$ cat src/rtl/mau_pkg.sv
// Shared definitions for the memory access sequencer: state encoding, NOP word and defaults.
package mau_pkg;

    localparam logic [1:0] IDLE = 2'd0;
    localparam logic [1:0] REQ  = 2'd1;
    localparam logic [1:0] DONE = 2'd2;

    localparam logic [31:0] MAU_NOP = 32'h0000_0000;

    localparam int unsigned MAU_TIMEOUT_DEFAULT = 255;

    function automatic logic misaligned(input logic [1:0] lsb);
        return lsb != 2'b00;
    endfunction

endpackage

$ cat src/rtl/mem_wait_timer.sv
// Counts REQ cycles without ack; expired flags the last permitted wait cycle.
module mem_wait_timer #(
    parameter int unsigned TIMEOUT = 255
) (
    input  logic clk,
    input  logic rst,
    input  logic clear,
    input  logic enable,
    output logic expired
);

    logic [15:0] count_q;

    assign expired = (count_q == 16'(TIMEOUT - 1));

    always_ff @(posedge clk) begin
        if (rst) begin
            count_q <= '0;
        end else if (clear) begin
            count_q <= '0;
        end else if (enable && !expired) begin
            count_q <= count_q + 16'd1;
        end
    end

endmodule

$ cat src/rtl/mem_access_unit.sv
// Converts controller memory strobes into a req/ack bus transaction, fills IR/MDR and stalls
// the controller until the access completes; sticky err on timeout or misaligned address.
module mem_access_unit
    import mau_pkg::*;
#(
    parameter int unsigned AW      = 32,
    parameter int unsigned DW      = 32,
    parameter int unsigned TIMEOUT = MAU_TIMEOUT_DEFAULT
) (
    input  logic          clk,
    input  logic          rst,
    input  logic          mem_read,
    input  logic          mem_write,
    input  logic          iord,
    input  logic          ir_write,
    input  logic [AW-1:0] pc,
    input  logic [AW-1:0] alu_out,
    input  logic [DW-1:0] wdata,
    output logic          stall,
    output logic [DW-1:0] ir,
    output logic [DW-1:0] mdr,
    output logic          bus_req,
    output logic          bus_we,
    output logic [AW-1:0] bus_addr,
    output logic [DW-1:0] bus_wdata,
    input  logic          bus_ack,
    input  logic [DW-1:0] bus_rdata,
    output logic          err
);

    logic [1:0]    state_q, state_d;
    logic          bus_req_q;
    logic          we_q;
    logic          dst_ir_q;
    logic [AW-1:0] addr_q;
    logic [DW-1:0] wdata_q;
    logic [DW-1:0] ir_q;
    logic [DW-1:0] mdr_q;
    logic          err_q;

    logic          start;
    logic          ack_hit;
    logic          abort;
    logic          timer_clear;
    logic          timer_en;
    logic          timer_expired;
    logic [AW-1:0] addr_sel;
    logic [DW-1:0] load_data;

    assign addr_sel = iord ? alu_out : pc;

    always_comb begin
        state_d     = state_q;
        start       = 1'b0;
        ack_hit     = 1'b0;
        abort       = 1'b0;
        timer_clear = 1'b0;
        timer_en    = 1'b0;
        case (state_q)
            IDLE: begin
                if (mem_read || mem_write) begin
                    start       = 1'b1;
                    timer_clear = 1'b1;
                    state_d     = REQ;
                end
            end
            REQ: begin
                // Ack takes priority over a timeout landing in the same cycle.
                if (bus_ack) begin
                    ack_hit = 1'b1;
                    state_d = DONE;
                end else if (timer_expired) begin
                    abort   = 1'b1;
                    state_d = DONE;
                end else begin
                    timer_en = 1'b1;
                end
            end
            DONE:    state_d = IDLE;
            default: state_d = IDLE;
        endcase
    end

    assign load_data = ack_hit ? bus_rdata : DW'(MAU_NOP);

    mem_wait_timer #(
        .TIMEOUT (TIMEOUT)
    ) u_timer (
        .clk     (clk),
        .rst     (rst),
        .clear   (timer_clear),
        .enable  (timer_en),
        .expired (timer_expired)
    );

    always_ff @(posedge clk) begin
        if (rst) begin
            state_q   <= IDLE;
            bus_req_q <= 1'b0;
            we_q      <= 1'b0;
            dst_ir_q  <= 1'b0;
            addr_q    <= '0;
            wdata_q   <= '0;
            ir_q      <= '0;
            mdr_q     <= '0;
            err_q     <= 1'b0;
        end else begin
            state_q   <= state_d;
            // Registered from next state so bus_req never glitches.
            bus_req_q <= (state_d == REQ);
            if (start) begin
                addr_q   <= {addr_sel[AW-1:2], 2'b00};
                we_q     <= mem_write;
                wdata_q  <= wdata;
                dst_ir_q <= ir_write & ~mem_write;
            end
            if ((start && misaligned(addr_sel[1:0])) || abort) begin
                err_q <= 1'b1;
            end
            if ((ack_hit || abort) && !we_q) begin
                if (dst_ir_q) begin
                    ir_q <= load_data;
                end else begin
                    mdr_q <= load_data;
                end
            end
        end
    end

    assign stall     = ((state_q == IDLE) && (mem_read || mem_write)) || (state_q == REQ);
    assign bus_req   = bus_req_q;
    assign bus_we    = we_q;
    assign bus_addr  = addr_q;
    assign bus_wdata = wdata_q;
    assign ir        = ir_q;
    assign mdr       = mdr_q;
    assign err       = err_q;

endmodule

$ cat config.mk
export PLATFORM = sky130hd
export DESIGN_NAME = mem_access_unit
export DESIGN_NICKNAME = d
export VERILOG_FILES = /design/src/rtl/mau_pkg.sv /design/src/rtl/mem_wait_timer.sv /design/src/rtl/mem_access_unit.sv
export SDC_FILE = /design/constraint.sdc
export NUM_CORES = 1
export LEC_CHECK = 0
export BUFFER_PORTS_ARGS = -buffer_cell sky130_fd_sc_hd__buf_2
export CAP_MARGIN = 10
export CELL_PAD_IN_SITES_DETAIL_PLACEMENT = 0
export CELL_PAD_IN_SITES_GLOBAL_PLACEMENT = 1
export CORE_MARGIN = 3
export CORE_UTILIZATION = 38
export CTS_CLUSTER_SIZE = 16
export DETAILED_ROUTE_END_ITERATION = 7
export PLACE_DENSITY = 0.85
export SLEW_MARGIN = 20
export SYNTH_ARGS = -nofsm -noshare
export SYNTH_HDL_FRONTEND = slang
export SYNTH_HIERARCHICAL = 1
export SYNTH_SLANG_ARGS = --single-unit
$ cat constraint.sdc
create_clock -name clk -period 5.65 [get_ports clk]
set_input_delay 0.2825 -clock clk [delete_from_list [all_inputs] [get_ports clk]]
set_output_delay 0.2825 -clock clk [all_outputs]
set_load 0.005 [all_outputs]
==> qor.yml, run 1 <==
run_status:
  status: "completed"
critical_path:
  worstSetupEndpointType: "flop"
  critPathArrivalTime_ns: 3.43
  cp_max_fo: 16
  reg2reg_depth: 9
  reg2reg_slack_ns: 2.52
  reg2reg_to: "u_timer/count_q[13]$_SDFFE_PP0P_"
  critPathKind: "reg -> reg"
  worstPathRequired_ns: 5.95
  start_kind: "flop"
  r2r-start: "u_timer/count_q[0]$_SDFFE_PP0P_"
job:
  maxCapViolations: 0
floorplanning:
  dieWidth_microns: 134.8
  placementRows: 46
  die_area_sq_um: 18180
  boundaryPins: 267
  die_h_microns: 134.8
  initial_core_util_pct: 39.27
  core_area_sq_um: 16060
sta:
  fin_crit_sh_pct: 55.37
  worst_slack_ns: 2.522
  setup_tns_ns: 0
  clock_skew_ns: 0.006331
  hold_viol: 0
  hold-worst-slack_ns: 0.1142
  grt_setup_unrepaired: "no"
  maxSlewHeadroom_pct: 31.51
  tightest_slew_ns: 1.021
  fmax_ghz: 0.3197
  setup_viol: 0
  finalMaxSlewViolations: 0
  fin_crit_ns: 3.128
finish:
  syn_to_final_growth_pct: 31.07
  fin_util_pct: 51.47
  nets: 1029
  fin_area_sq_um: 8265
  fin_cells: 1119
  drive_gt1_share_pct: 35.88
  diodes: 0
  num-fill-cells: 1525
route:
  wl_per_cell_microns: 15.52
  via_count: 5543
  postRouteAntennaNets: 0
  wirelength_microns: 17370
  post-route-drc-count: 0
  firstDrtPassIters: 5
  via_per_inst: 4.954
  drt_iter0_markers: 268
hold_path:
  hold_depth: 3
  hold-path-endpoint: "bus_wdata[9]$_SDFFE_PP0P_"
  min_path_type: "in -> reg"
  hp-start: "wdata[9]"
placed_design:
  port_buffers: 264
  place_inst: 1089
  dp_hpwl_microns: 12260
  place.gp.congestion: 0.7617
  pre_cts_ws_ns: 2.570
  postPlaceCellArea_sq_um: 7641
clocking:
  cts_num_sinks: 148
  cts_max_path_buffers: 2
  ctsHoldBuffers: 0
  cts_tree: "done"
  htreeDepth: 4
  post_cts_buffers: 0
  clk_pin_slew_ns: 0.06
  clk_latency_ns: 0.41
  post_cts_resize_count: 0
  numCtsBuffers: 17
  clockRootBuffer: "clkbuf_16"
grt:
  grt_pass1_wl_microns: 26970
  grt_pass1_vias: 5254
  groute.usage.overall_pct: 18.51
  grt_antenna_before_repair: 0
  grt_max_degree: 80
  grt.overflow.total: 0
synth:
  postSynthCellCount: 661
  synth-edff-count: 0
  yosys.area.top_type: "dfxtp_1"
  ys_warn_count: 6
  ys_types: 51
  avgSynthCellArea_sq_um: 9.540
  ys_top_cells_by_area: "dfxtp_1, mux2i_1, nand2b_1"
  ys.flop_type: "dfxtp_1"
  synthTopCellsByCount: "dfxtp_1, mux2i_1, a21oi_1"
  ys_ff_latch: 148
  syn_area_sq_um: 6306
  yosysMostFrequentCell: "dfxtp_1"
  synth_top_area_share_pct: 46.98
  async_flop_share_pct: 0
  synth_seq_area_share_pct: 46.98
power:
  p_per_area_nw_per_um2: 317.2
  leakage_nw: 3.798
  peakVddDrop_v: 0.0002163
  power_mw: 2.622
-- cells in the final DEF, fill, tap and decap left out, types with 5 or more instances in the layout --
cell	n
a21oi_1	75
dfxtp_1	148
nand2b_1	64
mux2i_1	94
o21ai_1	5
buf_4	6
nor2_1	15
clkbuf_16	17
nand2_1	43
o21ai_0	35
a211oi_1	30
nor3_1	5
buf_2	263
nand3_1	34
-- logic make-up (layout without fill, tap and decap cells) --
| logic type | count (synthesis) | after routing | synth area share [%] |
|---|---|---|---|
| multiplexers | 95 | 95 | 15.10 |
| XOR/XNOR | 2 | 2 | 0.2778 |
| other | 1 | 2 | 0.05947 |
| buffers and inverters | 61 | 302 | 5.060 |
| flip-flops | 148 | 148 | 46.98 |
| adder cells (fa/ha/maj) | 2 | 2 | 0.3968 |
| AO/OA/AOI/OAI | 155 | 155 | 14.05 |
| AND/OR/NAND/NOR | 197 | 197 | 18.08 |
-- how the worst max path moves through the flow --
stage / start / to / cells past startpoint
2_1_floorplan: u_timer/count_q[0]$_SDFFE_PP0P_ / u_timer/count_q[7]$_SDFFE_PP0P_ / 10
3_3_place_gp: u_timer/count_q[0]$_SDFFE_PP0P_ / u_timer/count_q[13]$_SDFFE_PP0P_ / 9
3_5_place_dp: u_timer/count_q[0]$_SDFFE_PP0P_ / u_timer/count_q[13]$_SDFFE_PP0P_ / 9
4_1_cts: u_timer/count_q[0]$_SDFFE_PP0P_ / u_timer/count_q[13]$_SDFFE_PP0P_ / 9
5_1_grt: u_timer/count_q[0]$_SDFFE_PP0P_ / u_timer/count_q[13]$_SDFFE_PP0P_ / 9
6_report: u_timer/count_q[0]$_SDFFE_PP0P_ / u_timer/count_q[13]$_SDFFE_PP0P_ / 9
-- state kept, by name (all words and copies together), names as in the netlist --
name,cells
dst_ir_q,1
u_timer/count_q,16
err,1
bus_wdata,32
ir,32
state_q,2
bus_addr,30
bus_req,1
bus_we,1
mdr,32
-- area by class of cell --
cell class              count  area, sq um  area share (%)
multi-input cells         453         3035           36.72
flip-flops and latches    148         2963           35.85
repair buffers            269         1361           16.47
clock buffers              22        474.2           5.737
well taps                 216        270.3           3.270
clock inverters             8        150.1           1.817
inverters                   3        11.26          0.1362
-- critical path: stages (launching register included) --
cell     delay (ns)
dfxtp_1        0.39
inv_1          0.08
ha_1           0.18
or4b_4         0.21
nor4_4         0.08
nor3_1         0.66
nand4_1        0.24
nor4_1         0.78
a21oi_1        0.16
a31o_2         0.24
-- power by group --
part           internal [mW]  switching (mW)
registers               1.10          0.0273
clock network          0.770           0.420
logic                  0.138           0.170
-- layer usage --
| layer | track usage [%] | routed length [microns] | up-vias |
|---|---|---|---|
| li1 | - | - | 2784 |
| met1 | 23.67 | 7613 | 2523 |
| met2 | 29.82 | 8041 | 213 |
| met3 | 5.663 | 1417 | 23 |
| met4 | 6.278 | 295 | 0 |
| met5 | 0 | 0 | - |
No activity file was read; power rests on OpenSTA's default activity.
==> inputs of run 2 (changes only) <==
--- a/config.mk
+++ b/config.mk
@@ -5,15 +5,16 @@
 export SDC_FILE = /design/constraint.sdc
 export NUM_CORES = 1
 export LEC_CHECK = 0
+export ABC_AREA = 1
 export BUFFER_PORTS_ARGS = -buffer_cell sky130_fd_sc_hd__buf_2
 export CAP_MARGIN = 10
 export CELL_PAD_IN_SITES_DETAIL_PLACEMENT = 0
 export CELL_PAD_IN_SITES_GLOBAL_PLACEMENT = 1
 export CORE_MARGIN = 3
-export CORE_UTILIZATION = 38
+export CORE_UTILIZATION = 33
 export CTS_CLUSTER_SIZE = 16
 export DETAILED_ROUTE_END_ITERATION = 7
-export PLACE_DENSITY = 0.85
+export PLACE_DENSITY = 0.79
 export SLEW_MARGIN = 20
 export SYNTH_ARGS = -nofsm -noshare
 export SYNTH_HDL_FRONTEND = slang
==> constraint.sdc (replaced) <==
create_clock -name clk -period 3.2 [get_ports clk]
set_input_delay 0.16 -clock clk [delete_from_list [all_inputs] [get_ports clk]]
set_output_delay 0.16 -clock clk [all_outputs]
set_load 0.005 [all_outputs]
==> run 2 against run 1 <==
Cell count increased by 45%. Routed wire length up 19%. Via count rose by 28%. Non-clock buffer count is 32 higher. Power grew 85%. Clock skew is 0.0027 ns higher. Hold slack worse by 0.10 ns. Sequential share of layout area decreased by 3.9 points. Register-to-register slack got worse by 1.7 ns. Cell area is 12% higher. Sequential power increased by 81%. Critical path type unchanged.
==> qor.yml, run 2 <==
run_status:
  status: "completed"  # unchanged
sta:
  worst_slack_ns: 0.8400  # was 2.522 ns
  fin_crit_sh_pct: 73.75  # was 55.37%
  grt_setup_unrepaired: "no"  # unchanged
  tightest_slew_ns: 0.8879  # was 1.021 ns
  fmax_ghz: 0.4237  # was 0.3197 GHz
  fin_crit_ns: 2.360  # was 3.128 ns
  setup_tns_ns: 0  # unchanged
  setup_viol: 0  # unchanged
  finalMaxSlewViolations: 0  # unchanged
  clock_skew_ns: 0.009079  # was 0.006331 ns
  hold_viol: 0  # unchanged
  maxSlewHeadroom_pct: 40.74  # was 31.51%
  hold-worst-slack_ns: 0.01444  # was 0.1142 ns
placed_design:
  pre_cts_ws_ns: 0.8162  # was 2.570 ns
  dp_hpwl_microns: 14580  # was 12,260 microns
  place.gp.congestion: 0.7995  # was 0.7617
  place_inst: 1563  # was 1,089
  port_buffers: 264  # unchanged
grt:
  grt_antenna_before_repair: 0  # unchanged
  grt_pass1_vias: 6476  # was 5,254
  groute.usage.overall_pct: 17.69  # was 18.51%
  grt.overflow.total: 0  # unchanged
  grt_pass1_wl_microns: 32450  # was 26,970 microns
  grt_max_degree: 53  # was 80
route:
  via_per_inst: 4.375  # was 4.954
  firstDrtPassIters: 4  # was 5
  via_count: 7087  # was 5,543
  post-route-drc-count: 0  # unchanged
  wirelength_microns: 20690  # was 17,370 microns
  wl_per_cell_microns: 12.77  # was 15.52 microns
  postRouteAntennaNets: 0  # unchanged
  drt_iter0_markers: 378  # was 268
critical_path:
  start_kind: "flop"  # unchanged
  worstSetupEndpointType: "flop"  # unchanged
  worstPathRequired_ns: 3.51  # was 5.95 ns
  critPathKind: "reg -> reg"  # unchanged
  r2r-start: "u_timer/count_q[0]$_SDFFE_PP0P_"  # unchanged
  crit_start: "u_timer/count_q[0]$_SDFFE_PP0P_"  # unchanged
  crit_end: "u_timer/count_q[1]$_SDFFE_PP0P_"  # was u_timer/count_q[13]$_SDFFE_PP0P_
  cp_max_fo: 15  # was 16
  reg2reg_to: "u_timer/count_q[1]$_SDFFE_PP0P_"  # was u_timer/count_q[13]$_SDFFE_PP0P_
  reg2reg_depth: 12  # was 9
  reg2reg_slack_ns: 0.84  # was 2.52 ns
  critPathArrivalTime_ns: 2.67  # was 3.43 ns
synth:
  yosys.area.top_type: "dfxtp_1"  # unchanged
  ys_top_cells_by_area: "dfxtp_1, nand2_1, nor2_1"  # was dfxtp_1, mux2i_1, nand2b_1
  synth-edff-count: 0  # unchanged
  async_flop_share_pct: 0  # unchanged
  synthTopCellsByCount: "nand2_1, nor2_1, dfxtp_1"  # was dfxtp_1, mux2i_1, a21oi_1
  avgSynthCellArea_sq_um: 6.506  # was 9.540 sq um
  synth_seq_area_share_pct: 42.36  # was 46.98%
  yosysMostFrequentCell: "nand2_1"  # was dfxtp_1
  ys_warn_count: 6  # unchanged
  synth_top_area_share_pct: 42.36  # was 46.98%
  syn_area_sq_um: 6994  # was 6306 sq um
  postSynthCellCount: 1075  # was 661
  ys_types: 31  # was 51
  ys_ff_latch: 148  # unchanged
  ys.flop_type: "dfxtp_1"  # unchanged
clocking:
  cts_tree: "done"  # unchanged
  htreeDepth: 4  # unchanged
  clockRootBuffer: "clkbuf_16"  # unchanged
  post_cts_resize_count: 0  # unchanged
  clk_pin_slew_ns: 0.06  # about the same
  cts_num_sinks: 148  # unchanged
  ctsHoldBuffers: 26  # was 0
  clk_latency_ns: 0.42  # was 0.41 ns
  cts_max_path_buffers: 2  # unchanged
  numCtsBuffers: 17  # unchanged
  post_cts_buffers: 0  # unchanged
floorplanning:
  core_area_sq_um: 20560  # was 16,060 sq um
  boundaryPins: 267  # unchanged
  die_area_sq_um: 22980  # was 18,180 sq um
  die_h_microns: 151.6  # was 134.8 microns
  initial_core_util_pct: 34.02  # was 39.27%
  placementRows: 52  # was 46
  dieWidth_microns: 151.6  # was 134.8 microns
finish:
  layout_commonest_cell: "nand2_1"  # was buf_2
  diodes: 0  # unchanged
  layout_common_cells: "nand2_1, nor2_1, buf_2"  # was buf_2, dfxtp_1, mux2i_1
  drive_gt1_share_pct: 25.70  # was 35.88%
  num-fill-cells: 2195  # was 1,525
  syn_to_final_growth_pct: 32.68  # was 31.07%
  fin_cells: 1620  # was 1,119
  nets: 1475  # was 1,029
hold_path:
  min_path_type: "in -> reg"  # unchanged
power:
  peakVddDrop_v: 0.0003406  # was 0.0002163 V
  p_per_area_nw_per_um2: 521.2  # was 317.2 nW/um^2
  power_mw: 4.837  # was 2.622 mW
  leakage_nw: 5.018  # was 3.798 nW
job:
  maxCapViolations: 0  # unchanged
==> run 2: layer usage <==
metal,vias to the layer above,wire length (microns),GRT usage (%)
met3,16,1776,6.127
met1,3072,9535,22.95
li1,3747,-,-
met2,252,9054,28.01
met5,-,0,0
met4,0,323,4.987
==> run 2: cell type report <==
cell class	count	area, sq um	share of cell area [%]
timing repair buffer	301	1664	17.93
multi-input combinational	730	3183	34.30
tap	270	337.8	3.640
inverter	140	526.8	5.676
sequential	148	2963	31.93
clock inverter	14	180.2	1.941
clock buffer	17	425.4	4.584
==> run 2: metrics by stage <==
step	instance area [sq um]	util, %
4_1_cts	9280	45.14
2_1_floorplan	6998	-
6_report	9280	45.14
3_3_place_gp	8412	40.91
3_5_place_dp	8414	40.93
5_1_grt	9280	45.14
==> run 2: worst min path at each step <==
stage	startpoint	to	slack, ns	cells past startpoint
global route	wdata[12]	bus_wdata[12]$_SDFFE_PP0P_	0.007	3
global placement	wdata[17]	bus_wdata[17]$_SDFFE_PP0P_	0.40	3
CTS	wdata[12]	bus_wdata[12]$_SDFFE_PP0P_	0.003	3
floorplan	rst	dst_ir_q$_SDFFE_PP0P_	0.23	1
finish	wdata[3]	bus_wdata[3]$_SDFFE_PP0P_	0.01	3
detailed placement	wdata[17]	bus_wdata[17]$_SDFFE_PP0P_	0.40	3
==> run 2: critical path, cell delays in order, from the launching register on <==
cell and delay (ns):
dfxtp_1 0.37, inv_1 0.09, ha_1 0.20, nand2_1 0.13, nor3_1 0.11, nor2_4 0.14, inv_2 0.07, nor2_2 0.53
nand2_4 0.24, inv_2 0.18, nand2_1 0.06, nand2_1 0.06, nor2_1 0.04
==> run 2: report_power, final <==
group / leakage, nW / switching, mW / internal (mW) / total (mW)
logic: 3.52 / 0.433 / 0.301 / 0.734
clock network: 0.284 / 0.835 / 1.23 / 2.07
registers: 1.21 / 0.0632 / 1.97 / 2.03
total: 5.02 / 1.33 / 3.51 / 4.84
==> run 2: logic make-up (layout without fill, tap and decap cells) <==
kind of cell             after synthesis  after routing  share of synthesized area (%)
AO/OA/AOI/OAI                         79             79                          5.975
XOR/XNOR                               5              5                         0.6262
adder cells (fa/ha/maj)                2              2                         0.3577
buffers and inverters                198            472                          12.40
flip-flops                           148            148                          42.36
other                                  1              2                        0.05362
AND/OR/NAND/NOR                      642            642                          38.23
==> inputs of run 3 (changes only) <==
==> constraint.sdc (replaced) <==
create_clock -name clk -period 2.4 [get_ports clk]
set_input_delay 0.12 -clock clk [delete_from_list [all_inputs] [get_ports clk]]
set_output_delay 0.12 -clock clk [all_outputs]
set_load 0.005 [all_outputs]
==> run 3 against run 2 <==
Sequential cell count did not move. Global-route usage barely moved. Via count fell by 0.32%. Highest routed layer unchanged. Maximum frequency rose by 17%. Critical path depth fell by 2. Clock skew barely moved.
==> qor.yml, run 3 (synthesis results as in run 2) <==
run_status:
  status: "completed"  # unchanged
power:
  peakVddDrop_v: 0.0004287  # was 0.0003406 V
  p_per_area_nw_per_um2: 676.2  # was 521.2 nW/um^2
  power_mw: 6.335  # was 4.837 mW
  leakage_nw: 5.079  # was 5.018 nW
critical_path:
  reg2reg_to: "mdr[14]$_SDFFE_PP0P_"  # was u_timer/count_q[1]$_SDFFE_PP0P_
  critPathKind: "reg -> reg"  # unchanged
  worstSetupEndpointType: "flop"  # unchanged
  reg2reg_slack_ns: 0.38  # was 0.84 ns
  reg2reg_depth: 10  # was 12
  worstPathRequired_ns: 2.75  # was 3.51 ns
  cp_max_fo: 51  # was 15
  start_kind: "flop"  # unchanged
  r2r-start: "u_timer/count_q[9]$_SDFFE_PP0P_"  # was u_timer/count_q[0]$_SDFFE_PP0P_
  critPathArrivalTime_ns: 2.37  # was 2.67 ns
clocking:
  clk_latency_ns: 0.42  # about the same
  numCtsBuffers: 17  # unchanged
  htreeDepth: 4  # unchanged
  cts_max_path_buffers: 2  # unchanged
  cts_num_sinks: 148  # unchanged
  clockRootBuffer: "clkbuf_16"  # unchanged
  cts_tree: "done"  # unchanged
  clk_pin_slew_ns: 0.07  # was 0.06 ns
route:
  postRouteAntennaNets: 0  # unchanged
  via_per_inst: 4.328  # was 4.375
  firstDrtPassIters: 4  # unchanged
  post-route-drc-count: 0  # unchanged
  via_count: 7064  # was 7,087
  wl_per_cell_microns: 12.63  # was 12.77 microns
  drt_iter0_markers: 337  # was 378
  wirelength_microns: 20610  # was 20,690 microns
sta:
  fin_crit_sh_pct: 84.11  # was 73.75%
  fin_crit_ns: 2.019  # was 2.360 ns
  setup_tns_ns: 0  # unchanged
  clock_skew_ns: 0.009313  # was 0.009079 ns
  worst_slack_ns: 0.3814  # was 0.8400 ns
  fmax_ghz: 0.4954  # was 0.4237 GHz
  finalMaxSlewViolations: 0  # unchanged
  grt_setup_unrepaired: "no"  # unchanged
  setup_viol: 0  # unchanged
  hold-worst-slack_ns: 0.01368  # was 0.01444 ns
  tightest_slew_ns: 0.5418  # was 0.8879 ns
  hold_viol: 0  # unchanged
  maxSlewHeadroom_pct: 63.75  # was 40.74%
hold_path:
  hp-start: "wdata[2]"  # was wdata[3]
  hold-path-endpoint: "bus_wdata[2]$_SDFFE_PP0P_"  # was bus_wdata[3]$_SDFFE_PP0P_
  hold_depth: 3  # unchanged
  min_path_type: "in -> reg"  # unchanged
placed_design:
  dp_hpwl_microns: 14630  # was 14,580 microns
  postPlaceCellArea_sq_um: 8467  # was 8414 sq um
  place_inst: 1567  # was 1,563
  place.gp.congestion: 0.8284  # was 0.7995
  port_buffers: 264  # unchanged
  pre_cts_ws_ns: 0.3623  # was 0.8162 ns
grt:
  groute.usage.overall_pct: 17.66  # was 17.69%
  grt_pass1_wl_microns: 32460  # was 32,450 microns
  grt_pass1_vias: 6585  # was 6,476
  grt_antenna_before_repair: 0  # unchanged
  grt_max_degree: 66  # was 53
  grt.overflow.total: 0  # unchanged
floorplanning:
  die_area_sq_um: 22980  # unchanged
  placementRows: 52  # unchanged
  core_area_sq_um: 20560  # unchanged
  die_h_microns: 151.6  # unchanged
  dieWidth_microns: 151.6  # unchanged
  initial_core_util_pct: 34.02  # unchanged
  boundaryPins: 267  # unchanged
finish:
  fin_util_pct: 45.57  # was 45.14%
  fin_area_sq_um: 9369  # was 9280 sq um
  layout_commonest_cell: "nand2_1"  # unchanged
  nets: 1486  # was 1,475
  syn_to_final_growth_pct: 33.95  # was 32.68%
  diodes: 0  # unchanged
  layout_common_cells: "nand2_1, nor2_1, buf_2"  # unchanged
  drive_gt1_share_pct: 25.70  # about the same
  fin_cells: 1632  # was 1,620
job:
  maxCapViolations: 0  # unchanged
-- run 3: changes by cell type in the layout (fill, tap and decap cells not counted) --
| cell | previous run | this run |
|---|---|---|
| clkinvlp_4 | 4 | 1 |
| bufinv_16 | 3 | 1 |
| nor2_2 | 5 | 4 |
| buf_4 | 11 | 13 |
| buf_12 | 0 | 2 |
| inv_8 | 1 | 3 |
| nor2_1 | 272 | 273 |
| dlygate4sd3_1 | 26 | 33 |
| clkinv_2 | 2 | 3 |
| clkinv_4 | 3 | 2 |
| inv_6 | 2 | 5 |
| clkbuf_1 | 0 | 1 |
-- run 3: layout make-up --
| cell class | instances | area (sq um) |
|---|---|---|
| multi-input combinational | 730 | 3181 |
| timing repair buffer | 312 | 1789 |
| clock buffer | 18 | 429.2 |
| tap | 270 | 337.8 |
| sequential | 148 | 2963 |
| clock inverter | 14 | 142.6 |
| fill | 2215 | 11190 |
| inverter | 140 | 526.8 |
-- run 3: report_power, final --
part           total (mW)  switching, mW  leakage (nW)  internal [mW]
Sequential           2.71         0.0851          1.21           2.63
Combinational       0.998          0.577          3.58          0.420
Clock                2.62           1.16         0.282           1.47
Total                6.33           1.82          5.08           4.51
-- run 3: worst max path at each step --
stage	from	to
after CTS	u_timer/count_q[10]$_SDFFE_PP0P_	mdr[14]$_SDFFE_PP0P_
after global placement	u_timer/count_q[9]$_SDFFE_PP0P_	mdr[7]$_SDFFE_PP0P_
final	u_timer/count_q[9]$_SDFFE_PP0P_	mdr[14]$_SDFFE_PP0P_
after floorplan	u_timer/count_q[0]$_SDFFE_PP0P_	u_timer/count_q[10]$_SDFFE_PP0P_
after global routing	u_timer/count_q[9]$_SDFFE_PP0P_	mdr[14]$_SDFFE_PP0P_
after detailed placement	u_timer/count_q[10]$_SDFFE_PP0P_	mdr[21]$_SDFFE_PP0P_
-- run 3: timing repair --
action,in CTS,in global routing
setup buffers,0,0
gates resized for setup,0,0
hold endpoints to repair,33,0
hold buffers,33,0
endpoints found under the setup margin,0,0
-- run 3: routing by layer --
| metal | vias to the layer above | global-route usage (%) | share of wire (%) |
|---|---|---|---|
| li1 | 3776 | - | - |
| met1 | 3037 | 23.03 | 46 |
| met2 | 238 | 28.50 | 45 |
| met3 | 13 | 5.473 | 8.5 |
| met4 | 0 | 4.537 | 1.0 |
| met5 | - | 0 | 0 |
-- run 3: critical path: stages, from the launching register on --
cell	delay, ns
dfxtp_1	0.36
nor4_1	0.27
nand3_1	0.10
nor3_1	0.38
nor2_4	0.07
inv_2	0.09
nand3_2	0.07
buf_4	0.30
nand2_1	0.13
nand2_1	0.06
nor2_1	0.09
